`src/rtl/bcd_pkg.sv`:
```
// rtl/bcd_pkg.sv - shared constants, state encoding and sizing helper for the BCD converter
//
// Contents:
//   bcd_state_e  : converter FSM states IDLE / SHIFT / DONE
//   DIGIT_W      : bits per BCD digit
//   ADJ_THRESH   : digit value at which double-dabble adds the offset
//   ADJ_OFFSET   : offset added so that a shift carries into the next digit
//   min_digits() : smallest DIGITS that holds every unsigned BIN_WIDTH value
package bcd_pkg;

  typedef enum logic [1:0] {
    IDLE  = 2'd0,
    SHIFT = 2'd1,
    DONE  = 2'd2
  } bcd_state_e;

  localparam int DIGIT_W    = 4;
  localparam int ADJ_THRESH = 5;
  localparam int ADJ_OFFSET = 3;

  // Decimal digits of 2^w - 1 equals ceil(w * log10(2)); 2^w is never a power
  // of ten, so the ceiling never lands exactly on an integer.
  function automatic int min_digits(input int bin_width);
    return (bin_width * 30103 + 99999) / 100000;
  endfunction

endpackage

```
`src/rtl/bcd_digit_adj.sv`:
```
// rtl/bcd_digit_adj.sv - one double-dabble digit cell: add 3 when the digit is 5 or more
//
// Ports:
//   digit_i : BCD digit before the shift
//   digit_o : digit corrected so that the following left shift stays in BCD
module bcd_digit_adj
  import bcd_pkg::*;
(
  input  logic [DIGIT_W-1:0] digit_i,
  output logic [DIGIT_W-1:0] digit_o
);

  assign digit_o = (digit_i >= DIGIT_W'(ADJ_THRESH)) ? digit_i + DIGIT_W'(ADJ_OFFSET)
                                                     : digit_i;

endmodule

```
`src/rtl/bin_to_bcd_seq.sv`:
```
// rtl/bin_to_bcd_seq.sv - sequential double-dabble binary to BCD converter, one bit per clock
//
// Optional feature macro: BIN_TO_BCD_SEQ_SIGNED_EN (two's complement input, sign on out_neg).
//
// Parameters:
//   BIN_WIDTH : input word width (>= 2)
//   DIGITS    : BCD digits produced (>= 1)
// Ports:
//   clk, rst_n             : clock, asynchronous active-low reset
//   in_valid/in_ready      : input handshake, in_bin captured on in_valid && in_ready
//   in_bin                 : binary word to convert
//   out_valid/out_ready    : result handshake, result held while out_valid && !out_ready
//   out_bcd                : DIGITS packed digits, units digit in [3:0]
//   out_ndigits            : count of significant digits (1..DIGITS), DIGITS on overflow
//   out_neg                : result is negative (0 unless signed build)
//   out_ovf                : value needed more than DIGITS digits
module bin_to_bcd_seq
  import bcd_pkg::*;
#(
  parameter int BIN_WIDTH = 32,
  parameter int DIGITS    = 10
) (
  input  logic                           clk,
  input  logic                           rst_n,
  input  logic                           in_valid,
  output logic                           in_ready,
  input  logic [BIN_WIDTH-1:0]           in_bin,
  output logic                           out_valid,
  input  logic                           out_ready,
  output logic [4*DIGITS-1:0]            out_bcd,
  output logic [$clog2(DIGITS+1)-1:0]    out_ndigits,
  output logic                           out_neg,
  output logic                           out_ovf
);

  localparam int BCD_W = DIGIT_W * DIGITS;
  localparam int SR_W  = BCD_W + BIN_WIDTH;
  localparam int CNT_W = $clog2(BIN_WIDTH);
  localparam int ND_W  = $clog2(DIGITS + 1);

  bcd_state_e           state_q, state_d;
  logic [CNT_W-1:0]     cnt_q, cnt_d;
  // BCD field in the upper BCD_W bits, binary word still to be shifted in below it.
  logic [SR_W-1:0]      sr_q, sr_d;
  logic                 ovf_q, ovf_d;

  logic [BCD_W-1:0]     bcd_adj;
  logic [SR_W-1:0]      sr_adj;
  logic [BIN_WIDTH-1:0] mag;
  logic [ND_W-1:0]      ndigits;

  // ------------------------------------------------------------------
  // Per-digit adjust cells on the BCD field of the shift register
  // ------------------------------------------------------------------
  for (genvar g = 0; g < DIGITS; g++) begin : g_adj
    bcd_digit_adj u_adj (
      .digit_i (sr_q[BIN_WIDTH + DIGIT_W*g +: DIGIT_W]),
      .digit_o (bcd_adj[DIGIT_W*g +: DIGIT_W])
    );
  end

  assign sr_adj = {bcd_adj, sr_q[BIN_WIDTH-1:0]};

  // ------------------------------------------------------------------
  // Magnitude of the captured word and sign flag
  // ------------------------------------------------------------------
`ifdef BIN_TO_BCD_SEQ_SIGNED_EN
  logic neg_q;

  // The most negative value negates to itself, which read as unsigned is
  // exactly its magnitude, so no extra width is needed.
  assign mag = in_bin[BIN_WIDTH-1] ? (~in_bin + BIN_WIDTH'(1)) : in_bin;

  always_ff @(posedge clk or negedge rst_n) begin
    if (!rst_n) begin
      neg_q <= 1'b0;
    end else if (state_q == IDLE && in_valid) begin
      neg_q <= in_bin[BIN_WIDTH-1];
    end
  end

  assign out_neg = neg_q;
`else
  assign mag     = in_bin;
  assign out_neg = 1'b0;
`endif

  // ------------------------------------------------------------------
  // FSM and datapath next state
  // ------------------------------------------------------------------
  always_comb begin
    state_d   = state_q;
    cnt_d     = cnt_q;
    sr_d      = sr_q;
    ovf_d     = ovf_q;
    in_ready  = 1'b0;
    out_valid = 1'b0;

    case (state_q)
      IDLE: begin
        in_ready = 1'b1;
        if (in_valid) begin
          sr_d    = {{BCD_W{1'b0}}, mag};
          ovf_d   = 1'b0;
          cnt_d   = CNT_W'(BIN_WIDTH - 1);
          state_d = SHIFT;
        end
      end

      SHIFT: begin
        // A bit leaving the top digit is a carry worth 10^DIGITS; dropping it
        // leaves the low DIGITS digits of the true value intact.
        sr_d  = {sr_adj[SR_W-2:0], 1'b0};
        ovf_d = ovf_q | sr_adj[SR_W-1];
        if (cnt_q == '0) begin
          state_d = DONE;
        end else begin
          cnt_d = cnt_q - CNT_W'(1);
        end
      end

      DONE: begin
        out_valid = 1'b1;
        if (out_ready) begin
          state_d = IDLE;
        end
      end

      default: begin
        state_d = IDLE;
      end
    endcase
  end

  always_ff @(posedge clk or negedge rst_n) begin
    if (!rst_n) begin
      state_q <= IDLE;
      cnt_q   <= '0;
      sr_q    <= '0;
      ovf_q   <= 1'b0;
    end else begin
      state_q <= state_d;
      cnt_q   <= cnt_d;
      sr_q    <= sr_d;
      ovf_q   <= ovf_d;
    end
  end

  // ------------------------------------------------------------------
  // Result outputs
  // ------------------------------------------------------------------
  assign out_bcd = sr_q[SR_W-1 -: BCD_W];
  assign out_ovf = ovf_q;

  // Highest nonzero digit wins; an all-zero result still reports one digit.
  always_comb begin
    ndigits = ND_W'(1);
    for (int d = 0; d < DIGITS; d++) begin
      if (out_bcd[DIGIT_W*d +: DIGIT_W] != '0) begin
        ndigits = ND_W'(d + 1);
      end
    end
    if (ovf_q) begin
      ndigits = ND_W'(DIGITS);
    end
  end

  assign out_ndigits = ndigits;

endmodule
```
`config.mk`:
```
export PLATFORM = sky130hd
export DESIGN_NAME = bin_to_bcd_seq
export DESIGN_NICKNAME = d
export VERILOG_FILES = /design/src/rtl/bcd_pkg.sv /design/src/rtl/bcd_digit_adj.sv /design/src/rtl/bin_to_bcd_seq.sv
export SDC_FILE = /design/constraint.sdc
export NUM_CORES = 1
export LEC_CHECK = 0
export ABC_AREA = 1
export BUFFER_PORTS_ARGS = -buffer_cell sky130_fd_sc_hd__clkbuf_2
export CORE_ASPECT_RATIO = 0.9
export CORE_MARGIN = 2
export CORE_UTILIZATION = 45
export CTS_CLUSTER_DIAMETER = 60
export DETAILED_ROUTE_END_ITERATION = 8
export GPL_ROUTABILITY_DRIVEN = 0
export PLACE_DENSITY_LB_ADDON = 0.3
export SLEW_MARGIN = 10
export SYNTH_ARGS = -nofsm -noshare
export SYNTH_HDL_FRONTEND = slang
export SYNTH_SLANG_ARGS = --single-unit
export TNS_END_PERCENT = 50
```
`constraint.sdc`:
```
create_clock -name clk -period 4.2 [get_ports clk]
set_input_delay 0.84 -clock clk [delete_from_list [all_inputs] [get_ports clk]]
set_output_delay 0.84 -clock clk [all_outputs]
set_load 0.02 [all_outputs]
```
==> flow_summary.html, run 1 <==
<table>
<tr><th>Metric</th><th>Value</th></tr>
<tr><th colspan="2">Clock tree</th></tr>
<tr><td>Clock transition time at the flip-flop clock pins of the worst setup and hold paths</td><td>~60 ps</td></tr>
<tr><td>Resize count post-CTS</td><td>0</td></tr>
<tr><td>Number of CTS-inserted buffers</td><td>9</td></tr>
<tr><td>Post-CTS setup repair buffer count</td><td>0</td></tr>
<tr><td>Clock Sink Count</td><td>80</td></tr>
<tr><td>Clock latency of the later-clocked register in the worst-skew pair</td><td>around 340 ps</td></tr>
<tr><td>CTS tree</td><td>done</td></tr>
<tr><td>Number of H-tree levels</td><td>3</td></tr>
<tr><td>CTS Hold Buffers Added</td><td>0</td></tr>
<tr><td>Bufs on Longest Clock Path</td><td>2</td></tr>
<tr><td>CTS root buf</td><td>sky130_fd_sc_hd__clkbuf_16</td></tr>
<tr><th colspan="2">Detailed routing</th></tr>
<tr><td>Final Routed Wirelength</td><td>9780 um</td></tr>
<tr><td>Antenna-violating nets left</td><td>0</td></tr>
<tr><td>Detailed-routing iteration count for the pre-antenna-repair pass</td><td>4</td></tr>
<tr><td>Count of vias placed by the detailed router</td><td>3,622</td></tr>
<tr><td>Count of unresolved DRC violations after routing</td><td>0</td></tr>
<tr><td>Detailed-route vias per instance</td><td>5.15</td></tr>
<tr><td>Number of DRC markers after the initial detailed-route iteration</td><td>190</td></tr>
<tr><td>Routed wirelength normalized by instance count</td><td>13.9 um</td></tr>
<tr><th colspan="2">Run</th></tr>
<tr><td>Max-capacitance violation count</td><td>0</td></tr>
<tr><th colspan="2">Final layout</th></tr>
<tr><td>Multi-input gate area in the final layout</td><td>1980 um2</td></tr>
<tr><td>Syn-to-layout area delta</td><td>9.66%</td></tr>
<tr><td>Finished Cell Area</td><td>5240 um2</td></tr>
<tr><td>Diodes inserted</td><td>0</td></tr>
<tr><td>Leading cell type in the layout, fill and taps excluded</td><td>sky130_fd_sc_hd__inv_1</td></tr>
<tr><td>Layout cells sized above 1</td><td>27.4%</td></tr>
<tr><td>Fin nets</td><td>about 630</td></tr>
<tr><td>Reg area</td><td>2000 um2</td></tr>
<tr><td>Non-filler instance count after layout</td><td>~700</td></tr>
<tr><td>Most frequent cells in the layout</td><td>sky130_fd_sc_hd__inv_1, sky130_fd_sc_hd__clkbuf_2, sky130_fd_sc_hd__dfrtp_1, sky130_fd_sc_hd__o21ai_0, sky130_fd_sc_hd__nand2_1</td></tr>
<tr><td>Fill cell count</td><td>approximately 950</td></tr>
<tr><th colspan="2">Timing</th></tr>
<tr><td>Final hold violations</td><td>0</td></tr>
<tr><td>Headroom to the max-slew limit</td><td>between 30% and 40%</td></tr>
<tr><td>Portion of the clock cycle consumed by the worst path in the final layout</td><td>68.1%</td></tr>
<tr><td>Final setup viols</td><td>0</td></tr>
<tr><td>Final worst-path setup slack</td><td>1340 ps</td></tr>
<tr><td>Final number of max-transition violations</td><td>0</td></tr>
<tr><td>Final critical path time including I/O delays and setup</td><td>2860 ps</td></tr>
<tr><td>Transition time at the pin with the least slew margin</td><td>1020 ps</td></tr>
<tr><td>Unrepaired setup endpoints after global routing</td><td>false</td></tr>
<tr><td>Setup Skew</td><td>9.60 ps</td></tr>
<tr><td>Achievable frequency</td><td>350 MHz</td></tr>
<tr><td>Post-Route Setup TNS</td><td>0 ps</td></tr>
<tr><th colspan="2">Power</th></tr>
<tr><td>Comb pwr share</td><td>49.3%</td></tr>
<tr><td>Switching share of total power</td><td>a little under half</td></tr>
<tr><td>Clk network pwr share</td><td>around 18%</td></tr>
<tr><td>Pwr dens</td><td>875 nW/um2</td></tr>
<tr><td>Switching power of the nets</td><td>2070 uW</td></tr>
<tr><td>Int Power</td><td>between 2000 and 3000 uW</td></tr>
<tr><td>Max VDD drop</td><td>roughly 0.43 mV</td></tr>
<tr><td>Part of the power in registers</td><td>roughly 33%</td></tr>
<tr><td>Leakage</td><td>0.00264 uW</td></tr>
<tr><th colspan="2">Critical path</th></tr>
<tr><td>Largest stage delay on the critical path</td><td>approximately 430 ps</td></tr>
<tr><td>Endpoint required time on the critical path</td><td>3360 ps</td></tr>
<tr><td>Master of the slowest instance on the critical path</td><td>sky130_fd_sc_hd__dfrtp_1</td></tr>
<tr><td>Startpoint Class</td><td>flop</td></tr>
<tr><td>Max Fanout on Critical Path</td><td>6</td></tr>
<tr><td>Worst Path Arrival</td><td>2020 ps</td></tr>
<tr><td>Cells along the critical path</td><td>inv_1 &gt; ha_1 &gt; inv_1 &gt; nor2_1 &gt; nand2_1 &gt; nor2_1 &gt; nand2_1 &gt; a21oi_1 &gt; clkbuf_2</td></tr>
<tr><td>Kind of capture point of the worst setup path</td><td>output port</td></tr>
<tr><td>Critical path start-end classification</td><td>reg2out</td></tr>
<tr><th colspan="2">Die</th></tr>
<tr><td>Die Y</td><td>approximately 100 um</td></tr>
<tr><td>Die X</td><td>113 um</td></tr>
<tr><td>Number of ports placed on the die boundary</td><td>84</td></tr>
<tr><td>Die area</td><td>~11,000 um2</td></tr>
<tr><td>Area of the placeable core</td><td>10,300 um2</td></tr>
<tr><td>Number of placement rows</td><td>35</td></tr>
<tr><td>Effective utilization at floorplan</td><td>46.4%</td></tr>
<tr><th colspan="2">Yosys</th></tr>
<tr><td>Number of nets produced by synthesis</td><td>591</td></tr>
<tr><td>Asr flop ratio synth</td><td>100%</td></tr>
<tr><td>Sequential cell area fraction in the yosys report</td><td>between 40% and 50%</td></tr>
<tr><td>Netlist area before placement</td><td>4780 um2</td></tr>
<tr><td>EDFF count, synth</td><td>0</td></tr>
<tr><td>Ys flop type</td><td>sky130_fd_sc_hd__dfrtp_1</td></tr>
<tr><td>Mapped Avg Cell Area</td><td>8.98 um2</td></tr>
<tr><td>Count of yosys warnings during synthesis</td><td>0</td></tr>
<tr><td>Post-synthesis sequential element count</td><td>80</td></tr>
<tr><td>Synth unique cells</td><td>33</td></tr>
<tr><td>Synthesized instance count</td><td>532</td></tr>
<tr><th colspan="2">Global route</th></tr>
<tr><td>Global routing usage summed across all routing layers</td><td>approximately 18%</td></tr>
<tr><td>Number of global-route vias before repair</td><td>3,499</td></tr>
<tr><td>First-pass GRT wire length</td><td>about 17,000 um</td></tr>
<tr><td>Largest net degree at the start of global routing</td><td>81</td></tr>
<tr><td>Total congestion overflow</td><td>0</td></tr>
<tr><td>Antenna violations before repair</td><td>0</td></tr>
<tr><th colspan="2">Placement</th></tr>
<tr><td>Pre-CTS WS</td><td>1380 ps</td></tr>
<tr><td>Placed cell count</td><td>687</td></tr>
<tr><td>Area of placed instances</td><td>4930 um2</td></tr>
<tr><td>Count of buffers inserted at the top-level ports</td><td>82</td></tr>
<tr><td>Detailed placement HPWL</td><td>6550 um</td></tr>
<tr><th colspan="2">Min path</th></tr>
<tr><td>Path class of the lowest-slack min-delay path</td><td>reg2reg</td></tr>
<tr><th colspan="2">Run status</th></tr>
<tr><td>Status</td><td>finished clean</td></tr>
</table>
-- state kept, by name (all words and copies together) (netlist names) --
signal and count:
sr_q 72, cnt_q 5, state_q 2, out_ovf 1
-- synth_stat cells (2+ instances only) --
master | count | area share [%]
sky130_fd_sc_hd__nand2_1 | 52 | 4.1
sky130_fd_sc_hd__ha_1 | 23 | 6.0
sky130_fd_sc_hd__buf_6 | 3 | 0.71
sky130_fd_sc_hd__inv_2 | 2 | 0.16
sky130_fd_sc_hd__inv_4 | 2 | 0.26
sky130_fd_sc_hd__buf_2 | 4 | 0.42
sky130_fd_sc_hd__a21oi_1 | 42 | 4.4
sky130_fd_sc_hd__a21oi_2 | 20 | 3.7
sky130_fd_sc_hd__o21ai_1 | 11 | 1.2
sky130_fd_sc_hd__o22ai_2 | 29 | 7.6
sky130_fd_sc_hd__dfrtp_1 | 80 | 42
sky130_fd_sc_hd__nand2_2 | 2 | 0.26
sky130_fd_sc_hd__o22ai_1 | 17 | 2.2
sky130_fd_sc_hd__nor2_1 | 20 | 1.6
sky130_fd_sc_hd__nand3_1 | 6 | 0.63
sky130_fd_sc_hd__o32ai_1 | 6 | 1.1
sky130_fd_sc_hd__inv_1 | 90 | 7.1
sky130_fd_sc_hd__clkbuf_1 | 6 | 0.47
sky130_fd_sc_hd__xor2_1 | 9 | 1.6
sky130_fd_sc_hd__buf_4 | 42 | 6.6
sky130_fd_sc_hd__o21ai_0 | 53 | 5.6
sky130_fd_sc_hd__buf_12 | 2 | 0.84
-- routing by layer --
layer / vias up / track usage [%] / part of all wire [%]
li1: 1810 / - / -
met1: 1712 / 22.6 / 45
met2: 90 / 30.4 / 48
met3: 10 / 5.45 / 6.7
met4: 0 / 5.63 / 1.1
met5: - / 0 / 0
-- worst max-delay path: cells and delay by family (launching register included) --
family	cells	cell delay, ps
AND/OR/NAND/NOR	4	490
adder cells (fa/ha/maj)	1	190
flip-flops	1	430
buffers and inverters	3	390
AO/OA/AOI/OAI	1	190
-- metrics by stage --
step	hold slack (ps)	total power, uW	utilization [%]
after floorplan	454	3500	-
after global placement	476	3710	47.9
after detailed placement	483	3790	47.9
after CTS	495	4620	50.9
after global routing	514	5000	50.9
final	492	4580	50.9
-- cells by family (layout without fill, tap and decap cells) --
kind of cell / count (synthesis) / after routing / share of synthesized area (%)
other cells: 1 / 1 / 0.0785
compound gates: 180 / 180 / 26.0
flops: 80 / 80 / 41.9
xor+xnor: 9 / 9 / 1.65
buf+inv: 152 / 194 / 16.6
simple gates: 87 / 87 / 7.75
fa+ha+maj: 23 / 23 / 6.02
-- cell type report --
| cell class | count | area share (%) |
|---|---|---|
| well taps | 129 | 3.08 |
| clock inverters | 5 | 1.05 |
| flip-flops and latches | 80 | 38.2 |
| repair buffers | 84 | 8.17 |
| clock buffers | 11 | 4.82 |
| multi-input cells | 300 | 37.8 |
| inverters | 94 | 6.83 |
-- power by group through the flow --
stage	clock, uW	combinational (uW)	sequential (uW)
2_1_floorplan	0	2070	1430
3_3_place_gp	0	2200	1520
3_5_place_dp	0	2260	1530
4_1_cts	819	2280	1520
5_1_grt	851	2560	1590
6_report	800	2260	1520
-- worst paths after layout --
path                       depth (start not counted)  slack [ps]        endpoint        from
setup / recovery                                   9        1340  out_ndigits[2]    sr_q[64]
hold / removal                                     2         490        cnt_q[4]    cnt_q[4]
setup reg to reg                                   7        1400        sr_q[50]  state_q[1]
hold reg to reg                                    2         490        cnt_q[4]    cnt_q[4]
max in group asynchronous                          1        2860        sr_q[64]       rst_n
min in group asynchronous                          1         680        sr_q[41]       rst_n
Note: power is estimated with default switching activity, not from simulation.
==> run 2, diff against run 1 <==
==> constraint.sdc (replaced) <==
create_clock -name clk -period 2.3 [get_ports clk]
set_input_delay 0.46 -clock clk [delete_from_list [all_inputs] [get_ports clk]]
set_output_delay 0.46 -clock clk [all_outputs]
set_load 0.02 [all_outputs]
==> run 2 against run 1 <==
Combinational power is 100% higher; global-route usage is 0.66 points higher; sequential power is 82% higher; clock skew is 2.2 ps lower; critical path type unchanged; highest routed layer unchanged.
==> flow_summary.html, run 2 (synthesis gave the netlist of run 1 again) <==
<table>
<tr><th>Metric</th><th>Value</th></tr>
<tr><th colspan="2">Run status</th></tr>
<tr><td>Status</td><td>finished clean</td></tr>
<tr><th colspan="2">Die</th></tr>
<tr><td>Die X</td><td>between 100 and 150 um</td></tr>
<tr><td>Die area</td><td>11,500 um2</td></tr>
<tr><td>Number of ports placed on the die boundary</td><td>84</td></tr>
<tr><td>Effective utilization at floorplan</td><td>46.4%</td></tr>
<tr><td>Number of placement rows</td><td>35</td></tr>
<tr><td>Die Y</td><td>102 um</td></tr>
<tr><td>Area of the placeable core</td><td>10,300 um2</td></tr>
<tr><th colspan="2">Critical path</th></tr>
<tr><td>Kind of capture point of the worst setup path</td><td>output port</td></tr>
<tr><td>Worst Path Arrival</td><td>1760 ps</td></tr>
<tr><td>Startpoint Class</td><td>flop</td></tr>
<tr><td>Critical path start-end classification</td><td>reg2out</td></tr>
<tr><td>Endpoint required time on the critical path</td><td>1840 ps</td></tr>
<tr><td>Max Fanout on Critical Path</td><td>4</td></tr>
<tr><th colspan="2">Placement</th></tr>
<tr><td>Count of buffers inserted at the top-level ports</td><td>82</td></tr>
<tr><td>Detailed placement HPWL</td><td>between 6000 and 7000 um</td></tr>
<tr><td>Pre-CTS WS</td><td>255 ps</td></tr>
<tr><th colspan="2">Final layout</th></tr>
<tr><td>Layout cells sized above 1</td><td>36.9%</td></tr>
<tr><td>Leading cell type in the layout, fill and taps excluded</td><td>sky130_fd_sc_hd__clkbuf_2</td></tr>
<tr><td>Number of flip-flops under the largest register name</td><td>72</td></tr>
<tr><td>Diodes inserted</td><td>0</td></tr>
<tr><td>Most frequent cells in the layout</td><td>sky130_fd_sc_hd__clkbuf_2, sky130_fd_sc_hd__dfrtp_1, sky130_fd_sc_hd__inv_1, sky130_fd_sc_hd__o21ai_0, sky130_fd_sc_hd__nand2_1</td></tr>
<tr><td>Fill cell count</td><td>924</td></tr>
<tr><td>Largest register by flop count</td><td>sr_q</td></tr>
<tr><td>Syn-to-layout area delta</td><td>16.6%</td></tr>
<tr><td>Fin nets</td><td>~650</td></tr>
<tr><td>Biggest registers after layout</td><td>sr_q x72, cnt_q x5, state_q x2</td></tr>
<tr><th colspan="2">Clock tree</th></tr>
<tr><td>CTS tree</td><td>done</td></tr>
<tr><td>Number of CTS-inserted buffers</td><td>9</td></tr>
<tr><td>Clock Sink Count</td><td>80</td></tr>
<tr><td>Clock transition time at the flip-flop clock pins of the worst setup and hold paths</td><td>60 ps</td></tr>
<tr><td>Clock latency of the later-clocked register in the worst-skew pair</td><td>between 300 and 400 ps</td></tr>
<tr><td>CTS Hold Buffers Added</td><td>0</td></tr>
<tr><td>Bufs on Longest Clock Path</td><td>2</td></tr>
<tr><td>Number of H-tree levels</td><td>3</td></tr>
<tr><td>CTS root buf</td><td>sky130_fd_sc_hd__clkbuf_16</td></tr>
<tr><th colspan="2">Detailed routing</th></tr>
<tr><td>Detailed-routing iteration count for the pre-antenna-repair pass</td><td>4</td></tr>
<tr><td>Routed wirelength normalized by instance count</td><td>14.3 um</td></tr>
<tr><td>Count of vias placed by the detailed router</td><td>3,694</td></tr>
<tr><td>Antenna-violating nets left</td><td>0</td></tr>
<tr><td>Number of DRC markers after the initial detailed-route iteration</td><td>207</td></tr>
<tr><td>Detailed-route vias per instance</td><td>5.11</td></tr>
<tr><td>Final Routed Wirelength</td><td>10,300 um</td></tr>
<tr><td>Count of unresolved DRC violations after routing</td><td>0</td></tr>
<tr><th colspan="2">Global route</th></tr>
<tr><td>Antenna violations before repair</td><td>0</td></tr>
<tr><td>First-pass GRT wire length</td><td>17,100 um</td></tr>
<tr><td>Total congestion overflow</td><td>0</td></tr>
<tr><td>Global routing usage summed across all routing layers</td><td>between 10% and 20%</td></tr>
<tr><td>Largest net degree at the start of global routing</td><td>49</td></tr>
<tr><td>Number of global-route vias before repair</td><td>3,568</td></tr>
<tr><th colspan="2">Timing</th></tr>
<tr><td>Unrepaired setup endpoints after global routing</td><td>true</td></tr>
<tr><td>Headroom to the max-slew limit</td><td>57.9%</td></tr>
<tr><td>Achievable frequency</td><td>450 MHz</td></tr>
<tr><td>Portion of the clock cycle consumed by the worst path in the final layout</td><td>96.6%</td></tr>
<tr><td>Final hold violations</td><td>0</td></tr>
<tr><td>Setup Skew</td><td>7.36 ps</td></tr>
<tr><td>Final setup viols</td><td>0</td></tr>
<tr><td>Final worst-path setup slack</td><td>77.6 ps</td></tr>
<tr><td>Transition time at the pin with the least slew margin</td><td>approximately 630 ps</td></tr>
<tr><td>Final critical path time including I/O delays and setup</td><td>about 2200 ps</td></tr>
<tr><td>Final number of max-transition violations</td><td>0</td></tr>
<tr><th colspan="2">Min path</th></tr>
<tr><td>Path class of the lowest-slack min-delay path</td><td>in2async</td></tr>
<tr><th colspan="2">Power</th></tr>
<tr><td>Max VDD drop</td><td>0.982 mV</td></tr>
<tr><td>Final Power</td><td>8920 uW</td></tr>
<tr><td>Leakage</td><td>0.00275 uW</td></tr>
<tr><td>Pwr dens</td><td>1600 nW/um2</td></tr>
<tr><th colspan="2">Run</th></tr>
<tr><td>Max-capacitance violation count</td><td>0</td></tr>
</table>
==> run 2: changes by cell type in the layout (fill, tap and decap cells not counted), moves of 3 or more <==
cell,before,now
sky130_fd_sc_hd__ha_1,23,16
sky130_fd_sc_hd__inv_1,90,75
sky130_fd_sc_hd__nor2_1,20,12
sky130_fd_sc_hd__clkbuf_2,81,78
sky130_fd_sc_hd__inv_2,2,17
sky130_fd_sc_hd__nand2_2,2,8
sky130_fd_sc_hd__nand2_1,52,46
sky130_fd_sc_hd__buf_4,3,25
sky130_fd_sc_hd__dfrtp_2,0,4
sky130_fd_sc_hd__dfrtp_1,80,76
sky130_fd_sc_hd__ha_4,0,5
sky130_fd_sc_hd__nor2_2,1,8
==> run 2: layout make-up <==
class	instances	area, um2	area share, %
clock buffer	12	256	4.60
multi-input combinational	300	2110	37.9
timing repair buffer	105	612	11.0
inverter	94	358	6.42
sequential	80	2010	36.0
clock inverter	3	65.1	1.17
tap	129	161	2.90
==> run 2: worst max-delay path: stages, from the launching register on <==
cell and delay [ps]:
sky130_fd_sc_hd__dfrtp_1 410, sky130_fd_sc_hd__inv_2 90, sky130_fd_sc_hd__ha_2 170, sky130_fd_sc_hd__inv_1 50, sky130_fd_sc_hd__nor2_2 120, sky130_fd_sc_hd__nand2_2 100, sky130_fd_sc_hd__nor2_4 110, sky130_fd_sc_hd__nand2_2 70
sky130_fd_sc_hd__a21oi_2 150, sky130_fd_sc_hd__clkbuf_8 170
==> run 2: through the flow <==
| stage | setup TNS, ps | utilization (%) | cell area, um2 | cells | hold slack, ps |
|---|---|---|---|---|---|
| after floorplan | 0 | - | 4780 | 532 | 164 |
| final | 0 | 54.2 | 5570 | 723 | 148 |
| after detailed placement | 0 | 48.4 | 4980 | 692 | 487 |
| after global routing | -110 | 54.2 | 5570 | 723 | 199 |
| after global placement | 0 | 48.4 | 4980 | 692 | 472 |
| after CTS | -42.7 | 52.3 | 5380 | 711 | 170 |
==> run 2: worst paths after layout <==
check / from / endpoint / slack [ps] / cells past startpoint
max: sr_q[65] / out_ndigits[2] / 80 / 9
min: rst_n / cnt_q[0] / 150 / 1
max reg2reg: state_q[0] / sr_q[10] / 630 / 8
min reg2reg: sr_q[0] / sr_q[0] / 510 / 1
max in group asynchronous: rst_n / sr_q[52] / 1560 / 2
min in group clk: out_ready / state_q[1] / 320 / 2
==> run 2: power by group <==
part | switching [uW] | internal, uW | leakage (uW)
clock | 559 | 1000 | 0.000159
sequential | 624 | 2130 | 0.000937
combinational | 2790 | 1810 | 0.00165
==> run 2: metal layers <==
metal,up-vias,GRT usage (%),share of wire [%]
met5,-,0,0
met4,0,5.63,0.94
met3,8,7.06,6.2
met2,82,30.7,50
met1,1758,23.2,43
li1,1846,-,-
==> run 2: what timing repair did <==
item | 4_1_cts | 5_1_grt
pin swaps | 0 | 6
resized for setup | 13 | 43
setup endpoints to repair | 3 | 4
buffers inserted | 4 | 12
